### src/rtl/muldiv_pkg.sv
// Shared types for the HI/LO multiply/divide sequencer.
// Optional divide support is enabled with MULDIV_DIV_EN.
package muldiv_pkg;

  localparam int WIDTH_DEF = 32;

  typedef enum logic [3:0] {
    OP_NOP = 4'd0,
    MULT   = 4'd1,
    MULTU  = 4'd2,
    MADD   = 4'd3,
    MSUB   = 4'd4,
    MTHI   = 4'd5,
    MTLO   = 4'd6,
    DIV    = 4'd7,
    DIVU   = 4'd8
  } op_e;

  typedef enum logic [1:0] {
    IDLE,
    PREP,
    ITER,
    FIN
  } state_e;

  function automatic logic is_long(input op_e op);
    case (op)
      MULT, MULTU, MADD, MSUB: is_long = 1'b1;
`ifdef MULDIV_DIV_EN
      DIV, DIVU: is_long = 1'b1;
`endif
      default: is_long = 1'b0;
    endcase
  endfunction

  function automatic logic is_signed(input op_e op);
    case (op)
      MULT, MADD, MSUB: is_signed = 1'b1;
`ifdef MULDIV_DIV_EN
      DIV: is_signed = 1'b1;
`endif
      default: is_signed = 1'b0;
    endcase
  endfunction

endpackage

### src/rtl/muldiv_step.sv
// One iteration of the shift-add multiplier, plus a restoring
// divide step when MULDIV_DIV_EN is defined.
module muldiv_step
  import muldiv_pkg::*;
#(
  parameter int WIDTH      = WIDTH_DEF,
  parameter int RADIX_BITS = 1
) (
`ifdef MULDIV_DIV_EN
  input  logic               div,
`endif
  input  logic [2*WIDTH-1:0] acc,
  input  logic [WIDTH-1:0]   x,
  input  logic [WIDTH-1:0]   y,
  output logic [2*WIDTH-1:0] acc_nxt,
  output logic [WIDTH-1:0]   y_nxt
);

  logic [2*WIDTH-1:0] a;
  logic [WIDTH-1:0]   q;
`ifdef MULDIV_DIV_EN
  logic [WIDTH:0]     r;
`endif

  // y is consumed MSB first; for divide it is the dividend and
  // collects quotient bits from the bottom.
  always_comb begin
    a = acc;
    q = y;
`ifdef MULDIV_DIV_EN
    r = '0;
`endif
    for (int i = 0; i < RADIX_BITS; i++) begin
`ifdef MULDIV_DIV_EN
      if (div) begin
        r = {a[WIDTH-1:0], q[WIDTH-1]};
        q = q << 1;
        if (r >= {1'b0, x}) begin
          r    = r - {1'b0, x};
          q[0] = 1'b1;
        end
        a = {{WIDTH{1'b0}}, r[WIDTH-1:0]};
      end else
`endif
      begin
        a = a << 1;
        if (q[WIDTH-1])
          a = a + {{WIDTH{1'b0}}, x};
        q = q << 1;
      end
    end
    acc_nxt = a;
    y_nxt   = q;
  end

endmodule

### src/rtl/hilo_muldiv_seq.sv
// HI/LO owner: iterative MULT/MULTU/MADD/MSUB sequencer, MTHI/MTLO.
// Define MULDIV_DIV_EN to add DIV/DIVU on the same datapath.
module hilo_muldiv_seq
  import muldiv_pkg::*;
#(
  parameter int WIDTH      = WIDTH_DEF,
  parameter int RADIX_BITS = 1
) (
  input  logic             Clk,
  input  logic             Reset_n,
  input  logic             Start,
  input  logic [3:0]       Op,
  input  logic [WIDTH-1:0] A,
  input  logic [WIDTH-1:0] B,
  input  logic             Flush,
  input  logic             RdHiLo,
  output logic             Ready,
  output logic             Done,
  output logic             Stall,
  output logic [WIDTH-1:0] Hi,
  output logic [WIDTH-1:0] Lo
);

  localparam int N  = WIDTH / RADIX_BITS;
  localparam int CW = $clog2(N + 1);
  localparam int W2 = 2 * WIDTH;

  state_e           state;
  op_e              opq;
  op_e              op_in;
  logic [WIDTH-1:0] xr;
  logic [WIDTH-1:0] yr;
  logic [WIDTH-1:0] y_nxt;
  logic [WIDTH-1:0] absa;
  logic [WIDTH-1:0] absb;
  logic [W2-1:0]    acc;
  logic [W2-1:0]    acc_nxt;
  logic [W2-1:0]    prod;
  logic [W2-1:0]    fin;
  logic [CW-1:0]    cnt;
  logic             sa;
  logic             sb;
  logic             sgn;

  assign op_in = op_e'(Op);
  assign Ready = (state == IDLE);
  assign Stall = RdHiLo & (state != IDLE);
  assign sgn   = is_signed(opq);

  // Unsigned WIDTH-bit magnitude is exact even for the most
  // negative input, since 2^(WIDTH-1) fits unsigned.
  assign absa = (sgn & xr[WIDTH-1]) ? -xr : xr;
  assign absb = (sgn & yr[WIDTH-1]) ? -yr : yr;

  muldiv_step #(
    .WIDTH      (WIDTH),
    .RADIX_BITS (RADIX_BITS)
  ) u_step (
`ifdef MULDIV_DIV_EN
    .div     (opq == DIV || opq == DIVU),
`endif
    .acc     (acc),
    .x       (xr),
    .y       (yr),
    .acc_nxt (acc_nxt),
    .y_nxt   (y_nxt)
  );

  always_comb begin
    prod = (sa ^ sb) ? -acc : acc;
    fin  = prod;
    case (opq)
      MADD: fin = {Hi, Lo} + prod;
      MSUB: fin = {Hi, Lo} - prod;
`ifdef MULDIV_DIV_EN
      DIV, DIVU: begin
        if (xr == '0)
          fin[WIDTH-1:0] = {WIDTH{1'b1}};
        else
          fin[WIDTH-1:0] = (sa ^ sb) ? -yr : yr;
        fin[W2-1:WIDTH] = sa ? -acc[WIDTH-1:0]
                             : acc[WIDTH-1:0];
      end
`endif
      default: ;
    endcase
  end

  always_ff @(posedge Clk or negedge Reset_n) begin
    if (!Reset_n) begin
      state <= IDLE;
      opq   <= OP_NOP;
      xr    <= '0;
      yr    <= '0;
      acc   <= '0;
      cnt   <= '0;
      sa    <= 1'b0;
      sb    <= 1'b0;
      Done  <= 1'b0;
      Hi    <= '0;
      Lo    <= '0;
    end else begin
      Done <= 1'b0;
      if (Flush) begin
        state <= IDLE;
      end else begin
        case (state)
          IDLE: begin
            if (Start) begin
              if (is_long(op_in)) begin
                state <= PREP;
                opq   <= op_in;
                xr    <= A;
                yr    <= B;
              end else begin
                Done <= 1'b1;
                if (op_in == MTHI)
                  Hi <= A;
                else if (op_in == MTLO)
                  Lo <= A;
              end
            end
          end
          PREP: begin
            // x = |B| (multiplicand/divisor), y = |A|
            sa    <= sgn & xr[WIDTH-1];
            sb    <= sgn & yr[WIDTH-1];
            xr    <= absb;
            yr    <= absa;
            acc   <= '0;
            cnt   <= CW'(N - 1);
            state <= ITER;
          end
          ITER: begin
            acc <= acc_nxt;
            yr  <= y_nxt;
            cnt <= cnt - 1'b1;
            if (cnt == '0)
              state <= FIN;
          end
          FIN: begin
            {Hi, Lo} <= fin;
            Done     <= 1'b1;
            state    <= IDLE;
          end
          default: state <= IDLE;
        endcase
      end
    end
  end

endmodule

### config.mk
export PLATFORM = sky130hd
export DESIGN_NAME = hilo_muldiv_seq
export DESIGN_NICKNAME = d
export VERILOG_FILES = /design/src/rtl/muldiv_pkg.sv /design/src/rtl/muldiv_step.sv /design/src/rtl/hilo_muldiv_seq.sv
export SDC_FILE = /design/constraint.sdc
export NUM_CORES = 1
export LEC_CHECK = 0
export BUFFER_PORTS_ARGS = -buffer_cell sky130_fd_sc_hd__buf_2
export CORE_ASPECT_RATIO = 0.9
export CORE_UTILIZATION = 55
export DETAILED_ROUTE_END_ITERATION = 8
export GPL_TIMING_DRIVEN = 0
export PLACE_DENSITY = 0.83
export SYNTH_ARGS = -nofsm -noshare
export SYNTH_HDL_FRONTEND = slang
export SYNTH_SLANG_ARGS = --single-unit
### constraint.sdc
create_clock -name Clk -period 19.17 [get_ports Clk]
set_input_delay 0.9585 -clock Clk [delete_from_list [all_inputs] [get_ports Clk]]
set_output_delay 0.9585 -clock Clk [all_outputs]
set_load 0.01 [all_outputs]
==> results.py <==
metrics = {
    "timing": {
        "fin_crit_sh_pct": 46.3,
        "setup-violations-final": 0,
        "slew_viol_final": 0,
        "worstMarginPinSlew_ns": 1.31,
        "hold_viol": 0,
        "period_minus_slack_ns": 8.87,
        "max_freq_mhz": 113,
        "relSlewSlack_pct": 12.7,
        "tns_ns": 0,
        "finClkSkew_ns": 0.0247,
        "rsz0062_at_grt": "false",
    },
    "routing": {
        "wire_per_inst_um": 26.5,
        "drc": 0,
        "drt_pass1_iterations": 9,
        "vias_per_cell": 6.82,
        "wirelength_mm": 88.1,
        "first_iter_violations": 3148,
        "ant_nets": 0,
        "vias": 22706,
    },
    "status": {
        "outcome": "finished clean",
    },
    "die": {
        "die-area_um2": 37500,
        "ioPinCount": 140,
        "die_h_um": 184,
        "initial_core_util_pct": 55.8,
        "core-area_um2": 36200,
        "die_x_um": 204,
        "rows": 66,
    },
    "synth": {
        "synthFlopType": "dfrtp_1",
        "synthTopCellsByArea": "dfrtp_1 (26%), o21ai_0 (8.0%), xnor2_1 (7.1%), nand2_1 (6.9%), ha_1 (6.4%)",
        "synthesis.area_um2": 20200,
        "yosysUniqueCellTypes": 84,
        "syn_area_per_cell_um2": 7.58,
        "yosys_warnings": 0,
        "yosys.area.top_type": "dfrtp_1",
        "ys_ff_latch": 207,
        "synth_enable_flop_cells": 0,
        "syn_nets": 2842,
        "yosysTopAreaCellShare_pct": 25.7,
        "netlist_instances": 2663,
        "ys_seq_area_share_pct": 25.7,
        "async_reset_ff_share_pct": 100,
    },
    "global_route": {
        "grt_pass1_wl_mm": 131,
        "grt_max_degree": 109,
        "overflow": 0,
        "track_usage_pct": 46.4,
        "grt_pass1_vias": 21379,
        "antenna_found_initial": 6,
    },
    "clock_tree": {
        "cts_resized": 0,
        "h-tree-depth": 1,
        "clock_tree.buffer_depth": 3,
        "cts_root_buf": "clkbuf_16",
        "cts_inserted_buffers": 26,
        "clk_latency_ns": 0.60,
        "postCtsHoldBufs": 0,
        "clock-sinks": 207,
        "cts_tree": "built",
        "postCtsSetupRepairBufs": 0,
        "path_clk_slew_ns": 0.06,
    },
    "critical_path": {
        "critPathTopFamily": "simple AND/OR/NAND/NOR gates",
        "reg2reg_depth": 26,
        "cp.depth": 26,
        "critPathCaptureType": "register",
        "critPathKind": "reg2reg",
        "worstReg2RegEnd": "Hi[29]",
        "cp_max_fo": 10,
        "crit_top_cell": "xnor2_1",
        "cp-start-kind": "register",
        "cpMaxStageDelayCell": "a2111oi_0",
        "crit_required_ns": 19.59,
        "reg2reg_from": "acc[0]",
        "critical_path_buf_inv_count": 2,
        "crit_arrival_ns": 9.29,
        "rrSetupSlack_ns": 10.30,
        "crit_path_max_incr_delay_ns": 0.99,
    },
    "final_layout": {
        "syn_to_final_growth_pct": 11.6,
        "drive_above_1_share_pct": 8.52,
        "final_common_cell": "nand2_1",
        "num-nets-final": 3011,
        "mostFrequentLayoutCells": "nand2_1 (369), o21ai_0 (324), dfrtp_1 (207)",
        "fillCellCount": 3301,
    },
    "placed_design": {
        "place.gp.congestion": 1.07,
        "io_buffers": 139,
        "hpwl_mm": 68.5,
    },
    "job": {
        "drv_cap": 0,
    },
    "min_path": {
        "hp-class": "in2async",
    },
}
## stage by stage
step	cells	util [%]	cell area (um2)	hold slack (ns)	worst slack (ns)
CTS	3326	62.2	22500	0.426	10.63
floorplan	2663	-	20200	0.462	13.11
finish	3329	62.3	22500	0.366	10.30
detailed placement	3279	59.5	21500	0.496	10.68
global placement	3278	59.4	21500	0.480	10.66
global route	3327	62.2	22500	0.462	9.72
## kinds of logic (layout without fill, tap and decap cells)
logic type	count (synthesis)	count (layout)	synth area share [%]
compound gates	873	873	26.3
xor+xnor	290	290	12.7
fa+ha+maj	106	106	6.65
buf+inv	212	400	4.12
flops	207	207	25.7
mux	41	41	2.08
other cells	0	2	0
simple gates	934	934	22.4
## synth_stat cells (5+ instances only)
library cell / number
xor2_1: 123
inv_1: 41
or2_2: 7
dfrtp_1: 207
nand3b_1: 5
nor4_1: 27
nand4_1: 29
nor3_1: 58
nand2_1: 369
a21oi_1: 205
a221oi_1: 6
a311oi_1: 8
a31oi_1: 50
a2111oi_0: 5
nand3_1: 60
clkbuf_1: 137
nor2b_1: 24
buf_1: 19
and4_1: 11
o31ai_1: 29
nor3b_1: 7
ha_1: 104
o21a_1: 14
o221ai_1: 8
and2_1: 15
buf_2: 11
a41oi_1: 15
nor2_1: 192
o211ai_1: 55
a21o_1: 58
mux2i_1: 33
a221o_1: 6
or3_1: 22
and3_1: 31
o22ai_1: 10
nor4b_1: 6
mux2_2: 8
a211oi_1: 15
o41ai_1: 12
xnor2_1: 163
o21bai_1: 12
or4_1: 15
nand4b_1: 8
o21ai_0: 324
nand2b_1: 25
## layout make-up
type	instances	area [um2]	area share, %
Multi-Input combinational cell	2244	14200	62.9
Antenna cell	2	5.00	0.0222
Tap cell	476	596	2.65
Clock buffer	34	741	3.29
Buffer	170	674	3.00
Sequential cell	207	5180	23.0
Inverter	42	158	0.700
Timing Repair Buffer	141	746	3.31
Clock inverter	13	245	1.09
## worst max path at each step
stage / slack (ns) / end / startpoint
final: 10.30 / Hi[29] / acc[0]
after global routing: 9.72 / Hi[29] / acc[0]
after CTS: 10.63 / Hi[29] / acc[0]
after detailed placement: 10.68 / Hi[29] / acc[0]
after global placement: 10.66 / Hi[29] / acc[0]
after floorplan: 13.11 / Hi[30] / acc[6]
## layer usage
| layer | wire length [um] | share of wire (%) | global-route usage (%) | vias to the layer above |
|---|---|---|---|---|
| li1 | - | - | - | 10006 |
| met1 | 33100 | 38 | 58.0 | 10739 |
| met5 | 0 | 0 | 0 | - |
| met3 | 10800 | 12 | 11.8 | 374 |
| met4 | 7200 | 8.2 | 31.5 | 0 |
| met2 | 37000 | 42 | 70.2 | 1587 |
## state kept, by name, summed over array words and instances (netlist names)
name   cells
Hi        32
cnt        6
Done       1
opq        4
yr        32
xr        32
Lo        32
acc       64
sb         1
state      2
sa         1
Power is left out: the tool's default activity adds up to more than one toggle a clock period on the data nets, which glitch-free logic cannot reach.
